$ cat config.mk
export PLATFORM = sky130hd
export DESIGN_NAME = eth_tx_framer
export DESIGN_NICKNAME = d
export VERILOG_FILES = /design/src/rtl/eth_tx_framer_pkg.sv /design/src/rtl/eth_crc32_d8.sv /design/src/rtl/eth_tx_framer.sv
export SDC_FILE = /design/constraint.sdc
export NUM_CORES = 1
export LEC_CHECK = 0
export CAP_MARGIN = 30
export CORE_MARGIN = 5
export CORE_UTILIZATION = 50
export CTS_CLUSTER_SIZE = 8
export DETAILED_ROUTE_END_ITERATION = 7
export PLACE_DENSITY = 0.79
export SYNTH_ARGS = -nofsm -noshare
export SYNTH_HDL_FRONTEND = slang
export SYNTH_HIERARCHICAL = 1
export SYNTH_SLANG_ARGS = --single-unit
export TNS_END_PERCENT = 100
$ cat constraint.sdc
create_clock -name REF_CLK -period 4.71 [get_ports REF_CLK]
set_input_delay 1.1775 -clock REF_CLK [delete_from_list [all_inputs] [get_ports REF_CLK]]
set_output_delay 1.1775 -clock REF_CLK [all_outputs]
set_load 0.01 [all_outputs]
$ cat src/rtl/eth_tx_framer_pkg.sv
// Shared definitions for the Ethernet TX framer: FSM states, CRC-32 constants, default lengths.
// Latency: n/a (declarations only).
// Backpressure: n/a (declarations only).
package eth_tx_framer_pkg;

    typedef enum logic [1:0] {
        S_IDLE = 2'd0,
        S_DATA = 2'd1,
        S_PAD  = 2'd2,
        S_FCS  = 2'd3
    } state_t;

    localparam logic [31:0] CRC32_POLY_REFL = 32'hEDB88320;
    localparam logic [31:0] CRC32_INIT      = 32'hFFFFFFFF;

    localparam int DEF_MIN_LEN = 60;
    localparam int DEF_MAX_LEN = 1514;

    // Binary to Gray, so counters can be sampled safely from another clock domain.
    function automatic logic [15:0] bin2gray(input logic [15:0] b);
        return b ^ (b >> 1);
    endfunction

endpackage

$ cat src/rtl/eth_crc32_d8.sv
// Next-state of a reflected CRC-32 after one byte, bit0 first.
// Latency: combinational.
// Backpressure: none; caller decides when to register the result.
module eth_crc32_d8
    import eth_tx_framer_pkg::*;
(
    input  logic [31:0] crc_in,
    input  logic [7:0]  data,
    output logic [31:0] crc_out
);

    logic [31:0] c;

    // Shift the byte in LSB first, matching the transmit bit order on the wire.
    always_comb begin
        c = crc_in;
        for (int i = 0; i < 8; i++) begin
            if (c[0] ^ data[i]) begin
                c = (c >> 1) ^ CRC32_POLY_REFL;
            end else begin
                c = c >> 1;
            end
        end
        crc_out = c;
    end

endmodule

$ cat src/rtl/eth_tx_framer.sv
// Frames a byte stream into the TX FIFO: truncates at MAX_LEN, zero-pads to MIN_LEN (ETH_TX_PAD_EN), appends FCS with EOD.
// Latency: FIFO write one cycle after the accepting/generating cycle; next frame accepted >= 6 cycles after in_last.
// Backpressure: fifo_afull stalls everything (no write, no state/CRC change); in_ready is low outside S_DATA.
module eth_tx_framer
    import eth_tx_framer_pkg::*;
#(
    parameter int MAX_LEN = DEF_MAX_LEN,
    parameter int MIN_LEN = DEF_MIN_LEN
) (
    input  logic        REF_CLK,
    input  logic        arst,
    input  logic [7:0]  in_data,
    input  logic        in_valid,
    input  logic        in_last,
    output logic        in_ready,
    output logic [7:0]  fifo_din,
    output logic        fifo_EOD_in,
    output logic        fifo_wren,
    input  logic        fifo_afull,
    output logic [15:0] frame_count_gray,
    output logic [15:0] oversize_count_gray
);

    localparam int              CNT_W = $clog2(MAX_LEN + 1);
    localparam logic [CNT_W-1:0] MAX_C = CNT_W'(MAX_LEN);
    localparam logic [CNT_W-1:0] MIN_C = CNT_W'(MIN_LEN);
    localparam logic [CNT_W-1:0] ONE_C = CNT_W'(1);
`ifdef ETH_TX_PAD_EN
    localparam bit PAD_EN = 1'b1;
`else
    localparam bit PAD_EN = 1'b0;
`endif

    state_t           state, state_nxt;
    logic [CNT_W-1:0] count;
    logic [31:0]      crc, crc_nxt, fcs_sh;
    logic             oversize;
    logic [1:0]       fcs_idx;
    logic [15:0]      frame_cnt, over_cnt;

    logic             wr_en, wr_eod, crc_upd, cnt_inc, over_set, fcs_adv, frame_done;
    logic [7:0]       wr_dat;

    // FCS is the inverted CRC, emitted least-significant byte first.
    assign fcs_sh = (~crc) >> {fcs_idx, 3'b000};

    // The CRC always absorbs exactly the byte being written (data or pad zero).
    eth_crc32_d8 u_crc (
        .crc_in  (crc),
        .data    (wr_dat),
        .crc_out (crc_nxt)
    );

    // State register.
    always_ff @(posedge REF_CLK or posedge arst) begin
        if (arst) begin
            state <= S_IDLE;
        end else begin
            state <= state_nxt;
        end
    end

    // Next state, accept handshake and write intent for this cycle.
    always_comb begin
        state_nxt  = state;
        in_ready   = 1'b0;
        wr_en      = 1'b0;
        wr_dat     = 8'h00;
        wr_eod     = 1'b0;
        crc_upd    = 1'b0;
        cnt_inc    = 1'b0;
        over_set   = 1'b0;
        fcs_adv    = 1'b0;
        frame_done = 1'b0;
        case (state)
            S_IDLE: begin
                state_nxt = S_DATA;
            end
            S_DATA: begin
                in_ready = ~fifo_afull;
                if (in_valid && !fifo_afull) begin
                    // Bytes past MAX_LEN are swallowed so the source can finish its burst.
                    if (count < MAX_C) begin
                        wr_en   = 1'b1;
                        wr_dat  = in_data;
                        crc_upd = 1'b1;
                        cnt_inc = 1'b1;
                    end else begin
                        over_set = 1'b1;
                    end
                    if (in_last) begin
                        state_nxt = (PAD_EN && ((count + ONE_C) < MIN_C)) ? S_PAD : S_FCS;
                    end
                end
            end
`ifdef ETH_TX_PAD_EN
            S_PAD: begin
                if (!fifo_afull) begin
                    wr_en   = 1'b1;
                    crc_upd = 1'b1;
                    cnt_inc = 1'b1;
                    if ((count + ONE_C) == MIN_C) begin
                        state_nxt = S_FCS;
                    end
                end
            end
`endif
            S_FCS: begin
                if (!fifo_afull) begin
                    wr_en   = 1'b1;
                    wr_dat  = fcs_sh[7:0];
                    fcs_adv = 1'b1;
                    if (fcs_idx == 2'd3) begin
                        wr_eod     = 1'b1;
                        frame_done = 1'b1;
                        state_nxt  = S_IDLE;
                    end
                end
            end
            default: begin
                state_nxt = S_IDLE;
            end
        endcase
    end

    // Per-frame datapath: byte count, running CRC, oversize flag, FCS byte index.
    always_ff @(posedge REF_CLK or posedge arst) begin
        if (arst) begin
            count    <= '0;
            crc      <= CRC32_INIT;
            oversize <= 1'b0;
            fcs_idx  <= 2'd0;
        end else if (state == S_IDLE) begin
            count    <= '0;
            crc      <= CRC32_INIT;
            oversize <= 1'b0;
            fcs_idx  <= 2'd0;
        end else begin
            if (crc_upd)  crc      <= crc_nxt;
            if (cnt_inc)  count    <= count + ONE_C;
            if (over_set) oversize <= 1'b1;
            if (fcs_adv)  fcs_idx  <= fcs_idx + 2'd1;
        end
    end

    // Frame statistics; Gray copies are registered so the outputs never glitch.
    always_ff @(posedge REF_CLK or posedge arst) begin
        if (arst) begin
            frame_cnt           <= 16'd0;
            over_cnt            <= 16'd0;
            frame_count_gray    <= 16'd0;
            oversize_count_gray <= 16'd0;
        end else if (frame_done) begin
            frame_cnt        <= frame_cnt + 16'd1;
            frame_count_gray <= bin2gray(frame_cnt + 16'd1);
            if (oversize) begin
                over_cnt            <= over_cnt + 16'd1;
                oversize_count_gray <= bin2gray(over_cnt + 16'd1);
            end
        end
    end

    // Registered FIFO write port.
    always_ff @(posedge REF_CLK or posedge arst) begin
        if (arst) begin
            fifo_wren   <= 1'b0;
            fifo_din    <= 8'h00;
            fifo_EOD_in <= 1'b0;
        end else begin
            fifo_wren   <= wr_en;
            fifo_din    <= wr_dat;
            fifo_EOD_in <= wr_eod;
        end
    end

endmodule

==> metrics.sh, run 1 <==
RUN_STATUS='finished clean'
VDD_DROP_MAX_uV=450.6
ROWS=43
DRT_FIRST_PASS_ITERS=5
GRT_PASS1_WL_UM=24410
TIMING.CLOCK.SKEW_NS=0.006145
LIBRARY_CELL_OCCUPYING_THE_MOST_AREA_IN_THE_POST_SYNTHESIS_NETLIST='sky130_fd_sc_hd__dfrtp_1'
FINAL-MAX-SLEW-VIOLATION-COUNT=0
CRIT_ARRIVAL_NS=4.23
CRIT_PATH_TOP_DELAY_CELL='sky130_fd_sc_hd__xnor3_1'
MIN_FROM='oversize_count_gray[4]$_DFFE_PP0P_'
DRC_ERRORS=0
ROUTEDWLPERCELL_UM=15.78
ROUTABILITYCONGESTION=0.9026
VIA_COUNT_OF_THE_FIRST_GLOBAL_ROUTING_PASS=4939
HTREE_LEVELS=4
YOSYSUNIQUECELLTYPES=58
HIGHEST_LAYER='met4'
GRT_ANTENNA_BEFORE_REPAIR=0
ROUTED-VIA-COUNT=4916
POST_CTS_HOLD_BUFFER_COUNT=0
HPWL_UM=9964
POWER.DENSITY_CELL_AREA_nW_PER_UM2=718.8
GLOBAL_ROUTE.OVERFLOW_TOTAL=0
INITIAL_CORE_UTIL_PCT=50.27
TIMING.CRITICAL_PATH.REQUIRED_NS=5.02
NETLIST_INSTANCES=674
DETAILED_PLACE.AREA_UM2=7513
DIE_AREA_UM2=16240
SYNTH.YOSYS.WARNINGS=6
CRITICAL_PATH.STARTPOINT_TYPE='input pin'
TOTAL_SETUP_VIOLATIONS_REPORTED_AT_THE_END_OF_THE_FLOW=0
SYNTHMOSTINSTANTIATEDCELL='sky130_fd_sc_hd__xnor2_1'
YOSYS.AREA.TOP_TYPE_SHARE_PCT=31.93
FINALWIRELENGTH_UM=14360
POST-ROUTE-MIN-PERIOD_NS=3.919
GRT_USAGE_PCT=18.72
YOSYS_REGISTER_BITS=120
VIA_TO_CELL_RATIO=5.402
CTS_BUFFER_DEPTH=2
NETLIST_AREA_UM2=6897
HOLD_VIOL_FINAL=0
PERIOD_SHARE_PCT=83.20
CAP_VIOLATIONS=0
LEAST_MARGIN_PIN_SLEW_NS=0.8398
GRT_SETUP_UNREPAIRED='no'
CLK_TRANSITION_REPORTED_PATHS_NS=0.05
FINAL_CELL_AREA_EXCLUDING_FILLER_CELLS_UM2=8087
WL_MET1_UM=6295
CLOCK-SINKS=120
SEQ_AREA_FRAC_SYNTH_PCT=44.12
CRIT_PATH_MAX_INCR_DELAY_NS=0.52
ASYNCSETRESETFLOPFRACSYNTH_PCT=100.0
TIMING.SETUP.CRITICAL_PATH_CLASS='in2reg'
PORT-BUFFER-COUNT=55
CTSROOTBUFFERMASTER='sky130_fd_sc_hd__clkbuf_16'
MET2_ROUTED_WIRELENGTH_UM=7180
WORSTPATHMAXFANOUT=7
MAX_SLEW_MARGIN_PCT=43.87
R2R_PATH_START='fcs_idx[0]$_DFFE_PP0P_'
POST_CTS.REPAIR.SETUP_BUFFERS=0
LAYOUT-DRIVE-GT1-SHARE_PCT=16.03
STATIC-LEAKAGE-POWER_uW=0.003287
CTS_TREE='done'
CRITPATHLAUNCH='fifo_afull'
LAYOUT.NETS=734
DIE_HEIGHT_UM=127.4
DIE_WIDTH_UM=127.4
AREA_GROWTH_SYN_TO_LAYOUT_PCT=17.25
DRT-INITIAL-DRC-COUNT=332
IOS=56
YS_DOMINANT_REG_CELL='sky130_fd_sc_hd__dfrtp_1'
SYNTH.AREA.TOP_CELLS='sky130_fd_sc_hd__dfrtp_1, sky130_fd_sc_hd__xnor2_1, sky130_fd_sc_hd__dfstp_2'
POSTCTSRESIZEDCELLS=0
DIODES=0
CRIT_PATH_CELL_TRACE='clkdlybuf4s50_1 > and2b_1 > nand3b_1 > nor2_2 > o2bb2ai_1 > xnor2_4 > xor2_4 > xnor3_1 > xor3_1 > nor3_1 > a21oi_1'
ANTENNA_VIOLATION_NET_COUNT_AFTER_DETAILED_ROUTING=0
WORST_MIN_PATH_CLASS='reg2reg'
CRITICAL_PATH_ENDPOINT_CATEGORY='register'
WORST_PATH_DOMINANT_CELL_FAMILY='XOR/XNOR gates'
LARGEST_NET_DEGREE_AT_THE_START_OF_GLOBAL_ROUTING=60
SYNTH_COMMONEST_CELLS='sky130_fd_sc_hd__xnor2_1, sky130_fd_sc_hd__dfrtp_1, sky130_fd_sc_hd__nand2_1, sky130_fd_sc_hd__nor2_1, sky130_fd_sc_hd__nor3_1'
WORST_SKEW_PAIR.LATE_LATENCY_NS=0.42
CRITICAL_PATH_BUF_INV_COUNT=1
POST_SYN_AREA_PER_CELL_UM2=10.23
SYN_NETS=691
FP.COREAREA_UM2=13720
TOTALNEGATIVESETUPSLACK_NS=0
NUMCTSBUFFERS=17
MET3_LENGTH_UM=527
TIMING.FMAX_MHz=255.2
SYNTH_ENABLE_FLOP_CELLS=0
[cell usage in the layout (no fill, tap or decap), drive strengths merged, types with 3 or more instances in the layout]
cell,synthesis,routed
o2bb2ai,8,8
clkinvlp,0,3
clkdlybuf4s50,0,55
xnor2,114,114
a21oi,39,39
nor3,43,43
nor4,9,9
mux4,8,8
ha,4,4
o21ai,36,36
clkinv,1,9
dfstp,32,32
inv,8,8
and3,3,3
nor2,57,57
clkbuf,22,19
nand3,18,18
dfrtp,88,88
buf,22,13
nor2b,3,3
xor2,44,44
a221o,3,3
nand4,12,12
nand2,73,73
mux2i,3,3
[layer usage]
metal / global-route usage [%] / vias to the layer above
li1: - / 2367
met5: 0 / -
met2: 30.85 / 98
met3: 4.682 / 29
met1: 23.50 / 2422
met4: 7.950 / 0
[layout make-up]
type	instances	area, um2
clock inverters	13	130.1
multi-input cells	501	3561
fillers	1107	5633
repair buffers	68	648.1
inverters	9	36.28
well taps	180	225.2
flip-flops and latches	120	3043
clock buffers	19	442.9
[registers in the layout, summed over array words and instances, names as in the netlist]
signal               cells
fcs_idx                  2
oversize                 1
frame_count_gray        16
fifo_wren                1
oversize_count_gray     16
count                   11
crc                     32
state                    2
over_cnt                15
fifo_din                 8
fifo_EOD_in              1
frame_cnt               15
[through the flow]
step | util, % | cells | power (uW) | worst slack (ns) | hold WS, ns
2_1_floorplan | - | 674 | 3888 | 0.3996 | 0.4693
3_3_place_gp | 54.77 | 878 | 4487 | 0.4684 | 0.4616
3_5_place_dp | 54.77 | 878 | 4554 | 0.3700 | 0.4701
4_1_cts | 58.94 | 910 | 5843 | 0.7755 | 0.4819
5_1_grt | 58.94 | 910 | 6154 | 0.5727 | 0.5031
6_report | 58.94 | 910 | 5813 | 0.7911 | 0.4755
[cells by family (layout without fill, tap and decap cells)]
group           Yosys count  in the layout  share of synthesized area, %
buf+inv                  53            109                         4.282
simple gates            230            230                         16.85
flops                   120            120                         44.12
xor+xnor                162            162                         23.15
mux                      12             12                         3.211
compound gates           93             93                         7.656
fa+ha+maj                 4              4                        0.7257
[worst min-delay path, delay by kind of cell (launching register included)]
kind / cells / cell delay (ns)
simple gates: 1 / 0.05
compound gates: 1 / 0.06
flops: 1 / 0.33
[worst paths after layout]
kind | end | slack (ns) | cells after the start
max | crc[23]$_DFFE_PP1P_ | 0.79 | 11
min | oversize_count_gray[4]$_DFFE_PP0P_ | 0.48 | 2
max reg2reg | crc[23]$_DFFE_PP1P_ | 1.31 | 8
min reg2reg | oversize_count_gray[4]$_DFFE_PP0P_ | 0.48 | 2
max in group asynchronous | frame_count_gray[1]$_DFFE_PP0P_ | 2.53 | 3
min in group asynchronous | count[5]$_DFFE_PP0P_ | 1.30 | 2
[where the power goes]
part           switching (uW)  internal [uW]
sequential                290           1380
combinational            1460           1450
clock                     453            785
total                    2200           3610
Power figures use the tool's default switching activity.
==> inputs of run 2 (changes only) <==
==> constraint.sdc (replaced) <==
create_clock -name REF_CLK -period 4.1 [get_ports REF_CLK]
set_input_delay 1.025 -clock REF_CLK [delete_from_list [all_inputs] [get_ports REF_CLK]]
set_output_delay 1.025 -clock REF_CLK [all_outputs]
set_load 0.01 [all_outputs]
==> metrics.sh, run 2 (synthesis gave the netlist of run 1 again) <==
CLOCK-SINKS=120
TOTAL_SETUP_VIOLATIONS_REPORTED_AT_THE_END_OF_THE_FLOW=0
POWER_REPORT.INTERNAL_TOTAL_uW=4223
MULTI_INPUT_AREA_UM2=3561
DIE_AREA_UM2=16240
GRT_ANTENNA_BEFORE_REPAIR=0
MAX_SLEW_MARGIN_PCT=50.57
CTS_TREE='done'
TIMING.SETUP.CRITICAL_PATH_CLASS='in2reg'
FIN_WS_NS=0.4337
LAYOUT.NETS=745
POWER.DENSITY_CELL_AREA_nW_PER_UM2=826.4
PORT-BUFFER-COUNT=55
CRIT_ARRIVAL_NS=4.00
POWER_FRAC_COMB_PCT=51.1
LARGEST_NET_DEGREE_AT_THE_START_OF_GLOBAL_ROUTING=88
ROUTED-VIA-COUNT=4949
VIA_COUNT_OF_THE_FIRST_GLOBAL_ROUTING_PASS=5057
AREA_GROWTH_SYN_TO_LAYOUT_PCT=18.49
WORST_SKEW_PAIR.LATE_LATENCY_NS=0.42
HOLD_VIOL_FINAL=0
POST_CTS.REPAIR.SETUP_BUFFERS=0
ROWS=43
FILLERS=1097
FINAL-MAX-SLEW-VIOLATION-COUNT=0
HTREE_LEVELS=4
DIE_HEIGHT_UM=127.4
DRC_ERRORS=0
POST-ROUTE-MIN-PERIOD_NS=3.666
LAYOUT-DRIVE-GT1-SHARE_PCT=16.87
TIMING.CLOCK.SKEW_NS=0.01294
ROUTABILITYCONGESTION=0.8413
CLK_TRANSITION_REPORTED_PATHS_NS=0.05
DIODES=0
VDD_DROP_MAX_uV=474.2
POSTCTSRESIZEDCELLS=0
GRT_PASS1_WL_UM=24960
LAYOUT.CELLS.MOST_COMMON_LIST='sky130_fd_sc_hd__xnor2_1, sky130_fd_sc_hd__dfrtp_1, sky130_fd_sc_hd__nand2_1'
ROUTEDWLPERCELL_UM=15.86
CRITICAL_PATH.STARTPOINT_TYPE='input pin'
WORST_MIN_PATH_CLASS='reg2reg'
IOS=56
FINAL_COMMON_CELL='sky130_fd_sc_hd__xnor2_1'
ANTENNA_VIOLATION_NET_COUNT_AFTER_DETAILED_ROUTING=0
DETAILED_PLACE.AREA_UM2=7610
DRT-INITIAL-DRC-COUNT=320
DETAILEDPLACE.WORSTSLACK_NS=-0.002564
WORSTPATHMAXFANOUT=7
REGMOSTFLOPS='crc'
CTSROOTBUFFERMASTER='sky130_fd_sc_hd__clkbuf_16'
CTS_BUFFER_DEPTH=2
NUMCTSBUFFERS=17
FINAL-SEQ-AREA_UM2=3043
TIMING.FMAX_MHz=272.8
STATIC-LEAKAGE-POWER_uW=0.003340
GLOBAL_ROUTE.OVERFLOW_TOTAL=0
FINAL_UTIL_PCT=59.56
POWER.SEQUENTIAL.FRACTION_PCT=28.2
CRITICAL_PATH_ENDPOINT_CATEGORY='register'
LAYOUT_TOP_REGISTERS='crc: 32 flops, frame_count_gray: 16 flops, oversize_count_gray: 16 flops'
DRT_FIRST_PASS_ITERS=4
SWITCHING_SHARE_PCT=37.47
FLIP_FLOP_COUNT_OF_THE_LARGEST_REGISTER_ALL_COPIES_AND_WORDS_ADDED=32
FINALWIRELENGTH_UM=14610
RUN_STATUS='finished clean'
CLOCKPOWERSHARE_PCT=20.7
VIA_TO_CELL_RATIO=5.374
INITIAL_CORE_UTIL_PCT=50.27
HPWL_UM=9929
GRT_USAGE_PCT=19.06
FINAL_CELL_AREA_EXCLUDING_FILLER_CELLS_UM2=8172
FP.COREAREA_UM2=13720
GRT_SETUP_UNREPAIRED='no'
LEAST_MARGIN_PIN_SLEW_NS=0.7399
PERIOD_SHARE_PCT=89.42
DIE_WIDTH_UM=127.4
P_SW_uW=2531
POST_CTS_HOLD_BUFFER_COUNT=0
TIMING.CRITICAL_PATH.REQUIRED_NS=4.43
CAP_VIOLATIONS=0
[run 2: changes by cell type in the layout (fill, tap and decap cells not counted), sizes merged]
cell	previous run	this run
inv	8	7
clkinvlp	3	2
clkbuf	19	24
buf	13	24
bufinv	2	1
clkinv	9	7
[run 2: power by group through the flow]
| stage | Sequential (uW) | Combinational [uW] | Clock, uW |
|---|---|---|---|
| 3_3_place_gp | 1890 | 3360 | 0 |
| 4_1_cts | 1910 | 3460 | 1420 |
| 3_5_place_dp | 1920 | 3410 | 0 |
| 2_1_floorplan | 1830 | 2630 | 0 |
| 5_1_grt | 1960 | 3730 | 1480 |
| 6_report | 1910 | 3450 | 1400 |
[run 2: final timing paths]
path / from / endpoint / slack, ns / cells after the start
max: fifo_afull / crc[20]$_DFFE_PP1P_ / 0.43 / 12
min: oversize_count_gray[8]$_DFFE_PP0P_ / oversize_count_gray[8]$_DFFE_PP0P_ / 0.48 / 2
max reg2reg: fcs_idx[0]$_DFFE_PP0P_ / crc[18]$_DFFE_PP1P_ / 0.93 / 10
min reg2reg: oversize_count_gray[8]$_DFFE_PP0P_ / oversize_count_gray[8]$_DFFE_PP0P_ / 0.48 / 2
max in group asynchronous: arst / crc[13]$_DFFE_PP1P_ / 2.11 / 3
min in group asynchronous: arst / frame_cnt[5]$_DFFE_PP0P_ / 1.08 / 2
[run 2: routing by layer]
layer  GRT usage [%]  up-vias  wire (um)
li1                -     2379          -
met1           23.39     2433       6247
met2           31.96      112       7447
met3           5.435       25        586
met4           7.192        0        324
met5               0        -          0
[run 2: worst max-delay path, cell delays in order]
cell                              delay, ns
sky130_fd_sc_hd__clkdlybuf4s50_1       0.45
sky130_fd_sc_hd__and2b_1               0.28
sky130_fd_sc_hd__nand3b_1              0.13
sky130_fd_sc_hd__nor2_2                0.25
sky130_fd_sc_hd__o2bb2ai_1             0.19
sky130_fd_sc_hd__buf_4                 0.18
sky130_fd_sc_hd__xnor2_4               0.15
sky130_fd_sc_hd__xor2_4                0.35
sky130_fd_sc_hd__xnor3_1               0.53
sky130_fd_sc_hd__xor3_1                0.20
sky130_fd_sc_hd__nor3_1                0.20
sky130_fd_sc_hd__a21oi_1               0.07
[run 2: final cells by class]
class                   count  share of cell area (%)
multi-input cells         501                   43.58
clock inverters             8                  0.8574
clock buffers              24                   6.017
well taps                 180                   2.756
inverters                   9                  0.4593
repair buffers             79                   9.095
flip-flops and latches    120                   37.24
[run 2: per-stage QoR]
stage | setup TNS, ns | cells | hold slack (ns) | power, uW
global route | 0 | 921 | 0.5079 | 7166
CTS | 0 | 921 | 0.4850 | 6791
detailed placement | -0.002564 | 889 | 0.4733 | 5330
floorplan | 0 | 674 | 0.4693 | 4467
finish | 0 | 921 | 0.4763 | 6753
global placement | 0 | 889 | 0.4608 | 5248
==> variant, RTL diff (settings of run 1) <==
Put one more register stage on the output `frame_count_gray`, with the module's reset. The value now appears one clock later. The other outputs are not delayed to match.
--- a/src/rtl/eth_tx_framer.sv
+++ b/src/rtl/eth_tx_framer.sv
@@ -25,6 +25,8 @@
     localparam logic [CNT_W-1:0] MAX_C = CNT_W'(MAX_LEN);
     localparam logic [CNT_W-1:0] MIN_C = CNT_W'(MIN_LEN);
     localparam logic [CNT_W-1:0] ONE_C = CNT_W'(1);
+
+    logic [15:0] frame_count_gray_s0;
 `ifdef ETH_TX_PAD_EN
     localparam bit PAD_EN = 1'b1;
 `else
@@ -148,11 +150,11 @@
         if (arst) begin
             frame_cnt           <= 16'd0;
             over_cnt            <= 16'd0;
-            frame_count_gray    <= 16'd0;
+            frame_count_gray_s0 <= 16'd0;
             oversize_count_gray <= 16'd0;
         end else if (frame_done) begin
             frame_cnt        <= frame_cnt + 16'd1;
-            frame_count_gray <= bin2gray(frame_cnt + 16'd1);
+            frame_count_gray_s0 <= bin2gray(frame_cnt + 16'd1);
             if (oversize) begin
                 over_cnt            <= over_cnt + 16'd1;
                 oversize_count_gray <= bin2gray(over_cnt + 16'd1);
@@ -173,5 +175,13 @@
         end
     end
 
+    always_ff @(posedge REF_CLK or posedge arst) begin
+        if (arst) begin
+            frame_count_gray <= '0;
+        end else begin
+            frame_count_gray <= frame_count_gray_s0;
+        end
+    end
+
 endmodule
 
Behaviour: not the same (Yosys sat finds a counterexample within 10 cycles, from zero or initial values and one cycle with arst high).
==> variant against run 1 <==
Hold slack got worse by 0.10 ns. Register-to-register slack gained 0.09 ns. Via count is 7.8% higher. Wire length grew 7.5%. Total power rose by 15%. Cell area increased by 6.7%. Sequential cell count increased by 16. Clock power up 5%. Synthesized cell count grew 4.3%. First-iteration DRC count rose by 80%. Area after synthesis grew 6.9%. Setup slack improved by 0.077 ns. Utilization grew 0.62 points.
==> variant: results (changes against run 1) <==
cts:
  path_clk_slew_ns: 0.05  # about the same
  clk_path_buf_depth: 2  # unchanged
  ctsResizeCount: 0  # unchanged
  worstSkewPairLatency_ns: 0.42  # about the same
status:
  status: "complete, no violations"  # unchanged
pwr:
  ir_drop_v: 0.000547  # was 0.000451 V
  p_leak_nw: 3.44  # was 3.29 nW
place:
  place_area_mm2: 0.00803  # was 0.00751 mm²
  gp_congestion: 0.924  # was 0.903
  dp_hpwl_um: 10000  # was 9960 µm
sta:
  worst_pin_slew_ns: 0.684  # was 0.840 ns
  hold_viol_final: 0  # unchanged
  fin_skew_ns: 0.00865  # was 0.00615 ns
drt:
  routedWlPerCell_um: 16.4  # was 15.8 µm
  vias_per_cell: 5.65  # was 5.40
  drt-initial-drc-count: 597  # was 332
  drt-pass1-iter-count: 6  # was 5
setup_path:
  critPathMaxFanout: 12  # was 7
  reg2reg_slack_ns: 1.40  # was 1.31 ns
  worstPathArrival_ns: 4.18  # was 4.23 ns
synth:
  yosys-top-cells-count: "dfrtp_1 (104), xnor2_1 (93), nand2_1 (66), o21ai_0 (61), nand3_1 (50)"  # was xnor2_1 (107), dfrtp_1 (88), nand2_1 (73), nor2_1 (55), nor3_1 (43)
  yosysSeqAreaShare_pct: 46.7  # was 44.1%
  synth_area_leaders: "dfrtp_1 (35%), dfstp_2 (11%), xnor2_1 (11%), xor2_1 (4.3%), o21ai_0 (4.1%)"  # was dfrtp_1 (32%), xnor2_1 (14%), dfstp_2 (12%), xor2_1 (4.8%), nand2_1 (4.0%)
  synth_cell_types: 76  # was 58
  synth_fp_nets: 720  # was 691
global_routing:
  use_met1_pct: 25.4  # was 23.5%
  grt_max_degree: 76  # was 60
  grt_pass1_wl_um: 26800  # was 24400 µm
  track_usage_pct: 18.5  # was 18.7%
  grt_use_met3_pct: 5.39  # was 4.68%
  grt_pass1_vias: 5281  # was 4939
  grtUsageMet2_pct: 28.3  # was 30.8%
cells_and_area:
  layout-drive-gt1-share_pct: 16.7  # was 16.0%
  largest_register: "crc"  # unchanged
  final_nets: 758  # was 734
  fill_cells: 1140  # was 1107
worst_hold_path:
  hp-class: "flop to flop"  # unchanged
==> variant: changes by cell type after synthesis, sizes merged, moves of 5 or more <==
cell / run 1 / this run
nand3: 18 / 54
o21ai: 36 / 66
a21oi: 39 / 10
nor3: 43 / 14
dfrtp: 88 / 104
xnor2: 114 / 99
nor2: 57 / 50
buf: 22 / 27
nand2: 73 / 68
==> variant: power by group <==
group          internal [mW]  total [mW]  switching, mW
combinational           1.77        3.48           1.71
sequential              1.56        1.90          0.333
clock                  0.812        1.30          0.489
==> variant: cell families (layout without fill, tap and decap cells) <==
group / count (synthesis) / after routing / synth area share (%)
AND/OR/NAND/NOR: 237 / 237 / 16.6
buffers and inverters: 53 / 104 / 3.68
adder cells (fa/ha/maj): 4 / 4 / 0.679
AO/OA/AOI/OAI: 117 / 117 / 10.0
flip-flops: 136 / 136 / 46.7
multiplexers: 12 / 12 / 3.00
XOR/XNOR: 144 / 144 / 19.2
==> variant: metal layers <==
| metal | up-vias | routed length (µm) |
|---|---|---|
| met5 | - | 0 |
| met2 | 163 | 7250 |
| met3 | 35 | 897 |
| met4 | 0 | 320 |
| li1 | 2510 | - |
| met1 | 2589 | 6960 |
==> variant: cell type report <==
type / instances / share of cell area, %
multi-input cells: 514 / 42.5
flip-flops and latches: 136 / 39.9
repair buffers: 67 / 7.72
clock buffers: 23 / 5.89
well taps: 184 / 2.67
clock inverters: 9 / 1.00
inverters: 5 / 0.319
==> variant: path summary, 6_finish.rpt <==
path	start	to	depth (start not counted)
hold / removal	frame_count_gray_s0[2]	frame_count_gray[2]	0
hold reg to reg	frame_count_gray_s0[2]	frame_count_gray[2]	0
setup / recovery	fifo_afull	crc[23]	10
max in group asynchronous	arst	crc[15]	3
setup reg to reg	count[8]	crc[23]	12
min in group asynchronous	arst	fifo_din[4]	2
==> variant: through the flow <==
step / cells / util [%] / hold WS [ns] / worst slack [ns]
3_5_place_dp: 906 / 55.5 / 0.362 / 0.448
6_report: 938 / 59.6 / 0.375 / 0.868
3_3_place_gp: 906 / 55.5 / 0.363 / 0.540
2_1_floorplan: 703 / - / 0.354 / 0.969
5_1_grt: 938 / 59.6 / 0.391 / 0.620
4_1_cts: 938 / 59.6 / 0.381 / 0.890
==> variant: critical path: stages <==
cell and delay (ns):
clkdlybuf4s50_1 0.44, and2b_2 0.30, nand2_1 0.33, o2bb2ai_1 0.41
xor2_2 0.35, xor2_2 0.44, xnor3_1 0.35, xor3_1 0.22
nand3_1 0.06, o21ai_0 0.10
